<file path="config.mk">
export PLATFORM = sky130hd
export DESIGN_NAME = seq_step_cmp
export DESIGN_NICKNAME = d
export VERILOG_FILES = /design/src/rtl/counter_seq_pkg.sv /design/src/rtl/counter_seq_checker_seq_step_cmp.sv
export SDC_FILE = /design/constraint.sdc
export NUM_CORES = 1
export LEC_CHECK = 0
export ABC_AREA = 1
export ABC_CLOCK_PERIOD_IN_PS = 800
export BUFFER_PORTS_ARGS = -buffer_cell sky130_fd_sc_hd__buf_2
export CORE_AREA = 5 5 42 44
export DETAILED_ROUTE_END_ITERATION = 7
export DIE_AREA = 0 0 47 49
export GPL_ROUTABILITY_DRIVEN = 0
export GPL_TIMING_DRIVEN = 0
export PLACE_DENSITY_LB_ADDON = 0.15
export SYNTH_ARGS = -nofsm -noshare
export SYNTH_HDL_FRONTEND = slang
export SYNTH_SLANG_ARGS = --single-unit
export TNS_END_PERCENT = 5
</file>
<file path="constraint.sdc">
create_clock -name vclk -period 0.8
set_input_delay 0.08 -clock vclk [all_inputs]
set_output_delay 0.08 -clock vclk [all_outputs]
set_load 0.05 [all_outputs]
</file>
<file path="src/rtl/counter_seq_pkg.sv">
// Shared constants for the 3-run/2-pause counter and its checker.
package counter_seq_pkg;

  localparam int         SEQ_LEN       = 6;
  localparam logic [2:0] ODD_START_IDX = 3'd3;
  localparam logic [3:0] LAST_VAL      = 4'd9;

  typedef enum logic [1:0] {
    ST_SYNC  = 2'd0,
    ST_RUN   = 2'd1,
    ST_PAUSE = 2'd2
  } st_t;

  localparam logic [1:0] ERR_VAL = 2'd1;
  localparam logic [1:0] ERR_OE  = 2'd2;
  localparam logic [1:0] ERR_EN  = 2'd3;

  // Counter value expected at sequence position idx (0,2,4,5,7,9).
  function automatic logic [3:0] seq_val(input logic [2:0] idx);
    case (idx)
      3'd0:    seq_val = 4'd0;
      3'd1:    seq_val = 4'd2;
      3'd2:    seq_val = 4'd4;
      3'd3:    seq_val = 4'd5;
      3'd4:    seq_val = 4'd7;
      3'd5:    seq_val = LAST_VAL;
      default: seq_val = 4'd0;
    endcase
  endfunction

endpackage

</file>
<file path="src/rtl/counter_seq_checker_seq_step_cmp.sv">
// Combinational compare of one observed step against the expected sequence slot.
module seq_step_cmp
  import counter_seq_pkg::*;
(
  input  logic [2:0] idx,
  input  logic [3:0] q_r,
  input  logic       oe_r,
  output logic       val_ok,
  output logic       oe_ok
);

  // Odd half of the sequence (idx 3..5) is produced with oe high.
  assign val_ok = (q_r == seq_val(idx));
  assign oe_ok  = (oe_r == (idx >= ODD_START_IDX));

endmodule

</file>
# After elaboration in Yosys (flattened, before gate mapping)
# Cells that the tools add are included.
[classes]
n_eq_ne = 7
muxes = 1
n_lt_le_gt_ge = 1
[ops]
columns = ["operator", "count"]
rows = [
  ["one-hot mux 4 bit (5 select lines)", 1],
  ["== test 3 x 2 -> 1 bit (second input constant)", 2],
  ["== test 3 bit (second input constant)", 2],
  ["== test 4 bit", 1],
  ["== test 3 x 1 -> 1 bit (second input constant)", 1],
  [">= comparator 3 x 2 -> 1 bit (second input constant)", 1],
  ["== test 1 bit", 1],
]
[word_totals]
output_inout_bits = 2
in_bits = 8
register_bits = 0

# Depth between registers and ports, before layout
# Gate-level depths: netlist of the first run.
[logic_depth]
depth_word = 3
ltp_mapped = 7

# Worst setup path after synthesis of the first run
# Ideal clock, no wire load.
[synth_timing]
kind = "input port to output port"
start = "in idx[1]"
end = "out val_ok"
arrival_ns = 1.078
path_stages = 7
setup_slack_ns = -0.358
cell_sequence = "nor2_1 > nand2_1 > nand2_1 > nand2_1 > nand2_1 > nand2_1 > nor2_1"
[synth_via]
elab_chain_cells = 3
[synth_rtl]
columns = ["element", "line_no", "source"]
rows = [
  ["start, declared", "counter_seq_checker_seq_step_cmp.sv:5", "input logic [2:0] idx,"],
  ["== test 3 bit (tied with other cells)", "counter_seq_pkg.sv:20", "case (idx)"],
  ["one-hot mux 4 bit (5 select lines) (*)", "counter_seq_pkg.sv:20", ""],
  ["== test 4 bit (*)", "counter_seq_checker_seq_step_cmp.sv:13", "assign val_ok = (q_r == seq_val(idx));"],
  ["end, declared", "counter_seq_checker_seq_step_cmp.sv:8", "output logic val_ok,"],
]
# Every way passes the cells marked *; elsewhere a longest branch is shown, timed or not.

# Worst setup path after layout of the first run
[layout_timing]
start = "in idx[0]"
end = "out val_ok"
# Same word-level chain as after synthesis.

==> run summary, run 1 <==
* run status: finished, violations left
* violations in the final reports: negative setup slack
* Die Outline Area: 2300 um2
* via count: 216
* Routed WL: 442 um
* register area share after synthesis: 0
* final core utilization: 0.213
* Warnings, synthesis: 0
* overflow left after global routing: 0
* wire length of the first global-routing pass: 834 um
* Synth cell types: 9
* CP endpoint kind: output pin
* critical path's slowest cell: sky130_fd_sc_hd__buf_6
* Crit path arrival time: 0.84 ns
* Post-Place Worst Slack: -0.272 ns
* Global Route Usage Sum: 0.0435
* Post-Synthesis Mean Instance Area: 4.46 um2
* standby leakage power: 0.000162 uW
* pin count of the biggest net entering global routing: 7
* worst endpoint required time: 0.72 ns
* num ports: 10
* critical path's largest stage delay: 0.14 ns
* number of I/O port buffers: 10
* power density relative to cell area: 608 nW/um2
* unrepaired setup endpoints after global routing: true
* part of the cycle the worst path needs: 1.15
* Avg WL per Cell: 7.49 um
* sequential cell count of the final layout: 0
* setup violation total in the final timing report: 2
* measured slew at the worst slew-check pin: 0.168 ns
* Final Net Count: 53
* CP endpoint: val_ok
* Reg area: 0 um2
* Synthesized Nets: 40
* Critical Path Source: idx[0]
* cells along the critical path: buf_8 -> nor2_4 -> nand2_2 -> buf_4 -> nand2_1 -> nand2_1 -> nand3_2 -> nor2_4 -> buf_6
* Die Ht: 49 um
* starting density of the core: 0.102
* Max-Cap Viols: 0
* worst setup path class: input pin to output pin
* crit path time final: 0.923 ns
* number of global-route vias before repair: 198
* DRC: 0
* worst slew margin relative to its limit: 0.888
* count of mapped cells out of synthesis: 32
* sort of element at the start of the critical path: input pin
* HPWL after detailed placement: 366 um
* number of standard-cell rows in the floorplan: 14
* antenna fix cells: 0
* class of the tightest hold or removal check: input pin to output pin
* ratio of routed vias to standard cells: 3.66
* Detail Route Antenna Nets: 0
* Std-Cell Core Area: 1400 um2
* f_max: 1080 MHz
* number of antenna violations at the first check in global routing: 0
* worst setup slack after layout: -0.123 ns
* ratio of cells with drive above 1 in the final layout: 0.465
* Worst VDD drop: 167 uV
* Synth Cell Area: 143 um2
* Die W: 47 um
* clock buf count: 0
* Max FO, Critical Path: 5
* Layout area overhead: 110%
* total negative setup slack: -0.185 ns
* total iterations of the first detailed-routing run: 4
* Final Max Tran Viols: 0
* Initial DRC Count: 5
* Fin. Hold Viols: 0
-- cell usage in the layout, fill, tap and decap left out --
master,Yosys,layout
sky130_fd_sc_hd__buf_2,0,5
sky130_fd_sc_hd__buf_4,0,1
sky130_fd_sc_hd__buf_6,0,4
sky130_fd_sc_hd__buf_8,0,1
sky130_fd_sc_hd__inv_1,4,3
sky130_fd_sc_hd__inv_2,1,2
sky130_fd_sc_hd__nand2_1,16,14
sky130_fd_sc_hd__nand2_2,0,2
sky130_fd_sc_hd__nand3_1,4,3
sky130_fd_sc_hd__nand3_2,1,2
sky130_fd_sc_hd__nand3b_1,1,1
sky130_fd_sc_hd__nand4_1,1,1
sky130_fd_sc_hd__nor2_1,3,1
sky130_fd_sc_hd__nor2_4,0,2
sky130_fd_sc_hd__xnor2_4,0,1
-- power breakdown --
part | internal, uW | total, uW | switching (uW)
Clock | 0 | 0 | 0
Sequential | 0 | 0 | 0
Combinational | 82.3 | 182 | 99.5
-- metrics by stage --
step           area [um2]  power [uW]  cells  hold WS, ns
6_report              299         182     59        0.509
5_1_grt               299         199     59        0.520
4_1_cts               292         181     58        0.512
3_5_place_dp          239         146     58        0.563
3_3_place_gp          239         145     58        0.560
2_1_floorplan         169        98.1     32        0.293
-- worst min path at each step --
stage,startpoint,endpoint,cells after the start
4_1_cts,oe_r,oe_ok,3
2_1_floorplan,oe_r,oe_ok,1
3_5_place_dp,oe_r,oe_ok,3
3_3_place_gp,oe_r,oe_ok,3
5_1_grt,oe_r,oe_ok,3
6_report,oe_r,oe_ok,3
-- cells in the mapped netlist, drive strengths merged --
cell type,count,share of area
inv,5,0.13
nand4,1,0.044
nor2,3,0.079
nand2,16,0.42
nand3b,1,0.053
nand3,5,0.21
xnor2,1,0.061
-- per-layer routing --
metal  GRT usage  vias up  wire [um]
met5           0        -          0
met4           0        0          0
met3     0.00738        0         25
met2      0.0679        5        210
met1      0.0652       89        206
li1            -      122          -
-- layout make-up --
type	count	area [um2]
fillers	174	1100
multi-input cells	27	168
repair buffers	11	92.6
well taps	16	20.0
inverters	5	18.8
-- timing repair --
item / CTS / global route
endpoints found under the hold margin: 0 / 0
buffers inserted: 0 / 1
endpoints found under the setup margin: 2 / 2
pin swaps: 6 / 4
resized for setup: 17 / 0
hold buffers: 0 / 0
gates cloned: 0 / 0
-- logic make-up after synthesis --
| logic type | synth area share |
|---|---|
| simple gates | 0.807 |
| xor+xnor | 0.0614 |
| buf+inv | 0.132 |
-- critical path, delay by kind of cell --
kind / cells / cell delay [ns]
and+or+nand+nor: 6 / 0.39
buffers and inverters: 3 / 0.38
Power figures use the tool's default switching activity.
==> run 2: changes to the inputs <==
SETUP_SLACK_MARGIN = 0.4   (was unset)
==> run summary, run 2 (synthesis gave the netlist of run 1 again) <==
* run status: finished, violations left
* violations in the final reports: negative setup slack
* Die Ht: 49 um
* pin count of the biggest net entering global routing: 7
* ratio of routed vias to standard cells: 3.86
* HPWL after detailed placement: 351 um
* measured slew at the worst slew-check pin: 0.165 ns
* critical path's slowest cell: sky130_fd_sc_hd__buf_8
* family with the most delay on the worst path: simple AND/OR/NAND/NOR gates
* worst setup slack after layout: -0.115 ns
* commonest non-fill, non-tap cell in the layout: sky130_fd_sc_hd__nand2_1
* ratio of cells with drive above 1 in the final layout: 0.476
* Die W: 47 um
* cells along the critical path: buf_6 -> nor2_1 -> nand2_1 -> nand3_1 -> nand3_2 -> nor2_4 -> buf_8
* Total Power Consumption: 186 uW
* Avg WL per Cell: 6.91 um
* Hold EP: oe_ok
* f_max: 1090 MHz
* internal power component: 85.3 uW
* DRC: 0
* number of standard-cell rows in the floorplan: 14
* Final Max Tran Viols: 0
* Final Net Count: 52
* Max FO, Critical Path: 6
* Crit path arrival time: 0.83 ns
* Max-Cap Viols: 0
* via count: 224
* wire length of the first global-routing pass: 807 um
* Std-Cell Core Area: 1400 um2
* num ports: 10
* non-filler instance count after layout: 58
* Initial DRC Count: 2
* worst endpoint required time: 0.72 ns
* Clk pwr share: 0
* CP endpoint kind: output pin
* Fin. Hold Viols: 0
* # Post-CTS Setup Buffers: 0
* clock buf count: 0
* total iterations of the first detailed-routing run: 4
* number of global-route vias before repair: 207
* switching power total: 101 uW
* top library cells by usage in the layout, fill and taps aside: sky130_fd_sc_hd__nand2_1 (13), sky130_fd_sc_hd__buf_2 (5), sky130_fd_sc_hd__inv_1 (3), sky130_fd_sc_hd__nand3_1 (3), sky130_fd_sc_hd__buf_8 (3)
* worst slew margin relative to its limit: 0.890
* Detail Route Antenna Nets: 0
* critical path's largest stage delay: 0.15 ns
* standby leakage power: 0.000166 uW
* worst setup path class: input pin to output pin
* power density relative to cell area: 608 nW/um2
* Die Outline Area: 2300 um2
* crit path time final: 0.915 ns
* unrepaired setup endpoints after global routing: true
* Reg area: 0 um2
* combinational share of power: 1.000
* sort of element at the start of the critical path: input pin
* buffers and inverters on the worst path: 2
* Inst Count DP: 58
* overflow left after global routing: 0
* beginning of the worst hold path: oe_r
* sequential power share: 0
* part of the cycle the worst path needs: 1.14
* Global Route Usage Sum: 0.0421
* Routed WL: 401 um
* switch share: 0.542
* starting density of the core: 0.102
* number of antenna violations at the first check in global routing: 0
* class of the tightest hold or removal check: input pin to output pin
* hold path depth: 3
* number of I/O port buffers: 10
* setup violation total in the final timing report: 2
* Layout area overhead: 115%
* sequential cell count of the final layout: 0
* hold buffer count at CTS: 0
* Worst VDD drop: 184 uV
* antenna fix cells: 0
run 2: cell types whose count changed in the layout (fill, tap and decap cells not counted), sizes merged:
cell,previous run,this run
buf,11,10
run 2: layout make-up:
class | instances | area (um2)
fillers | 172 | 1090
multi-input cells | 27 | 175
repair buffers | 10 | 92.6
well taps | 16 | 20.0
inverters | 5 | 18.8
run 2: worst max path at each step:
stage | from | endpoint | slack [ns] | cells past startpoint
global route | idx[2] | val_ok | -0.19 | 9
floorplan | idx[1] | val_ok | -0.01 | 5
detailed placement | idx[1] | val_ok | -0.28 | 7
CTS | idx[0] | val_ok | -0.14 | 9
global placement | idx[1] | val_ok | -0.27 | 7
finish | idx[2] | val_ok | -0.11 | 7
run 2: stage by stage:
step | cell area [um2] | hold WS, ns | utilization | setup TNS [ns] | worst slack [ns]
floorplan | 169 | 0.293 | - | -0.00969 | -0.00969
global placement | 239 | 0.558 | 0.171 | -0.465 | -0.266
detailed placement | 239 | 0.562 | 0.171 | -0.470 | -0.280
CTS | 292 | 0.512 | 0.208 | -0.198 | -0.140
global route | 307 | 0.518 | 0.219 | -0.320 | -0.193
finish | 307 | 0.507 | 0.219 | -0.180 | -0.115
run 2: repair_timing:
action                                 4_1_cts  5_1_grt
endpoints found under the hold margin        0        0
gates resized for setup                     16        5
setup endpoints to repair                    2        2
pin swaps                                    6        6
run 2: power by group through the flow:
stage	combinational, uW	sequential (uW)	clock, uW
6_report	186	0	0
5_1_grt	205	0	0
4_1_cts	180	0	0
3_5_place_dp	145	0	0
3_3_place_gp	145	0	0
2_1_floorplan	98.1	0	0
run 2: routing by layer:
metal  vias up  part of all wire  global-route usage
li1        120                 -                   -
met1        95              0.50              0.0717
met2         9              0.43              0.0588
met3         0             0.072             0.00369
met4         0                 0                   0
met5         -                 0                   0
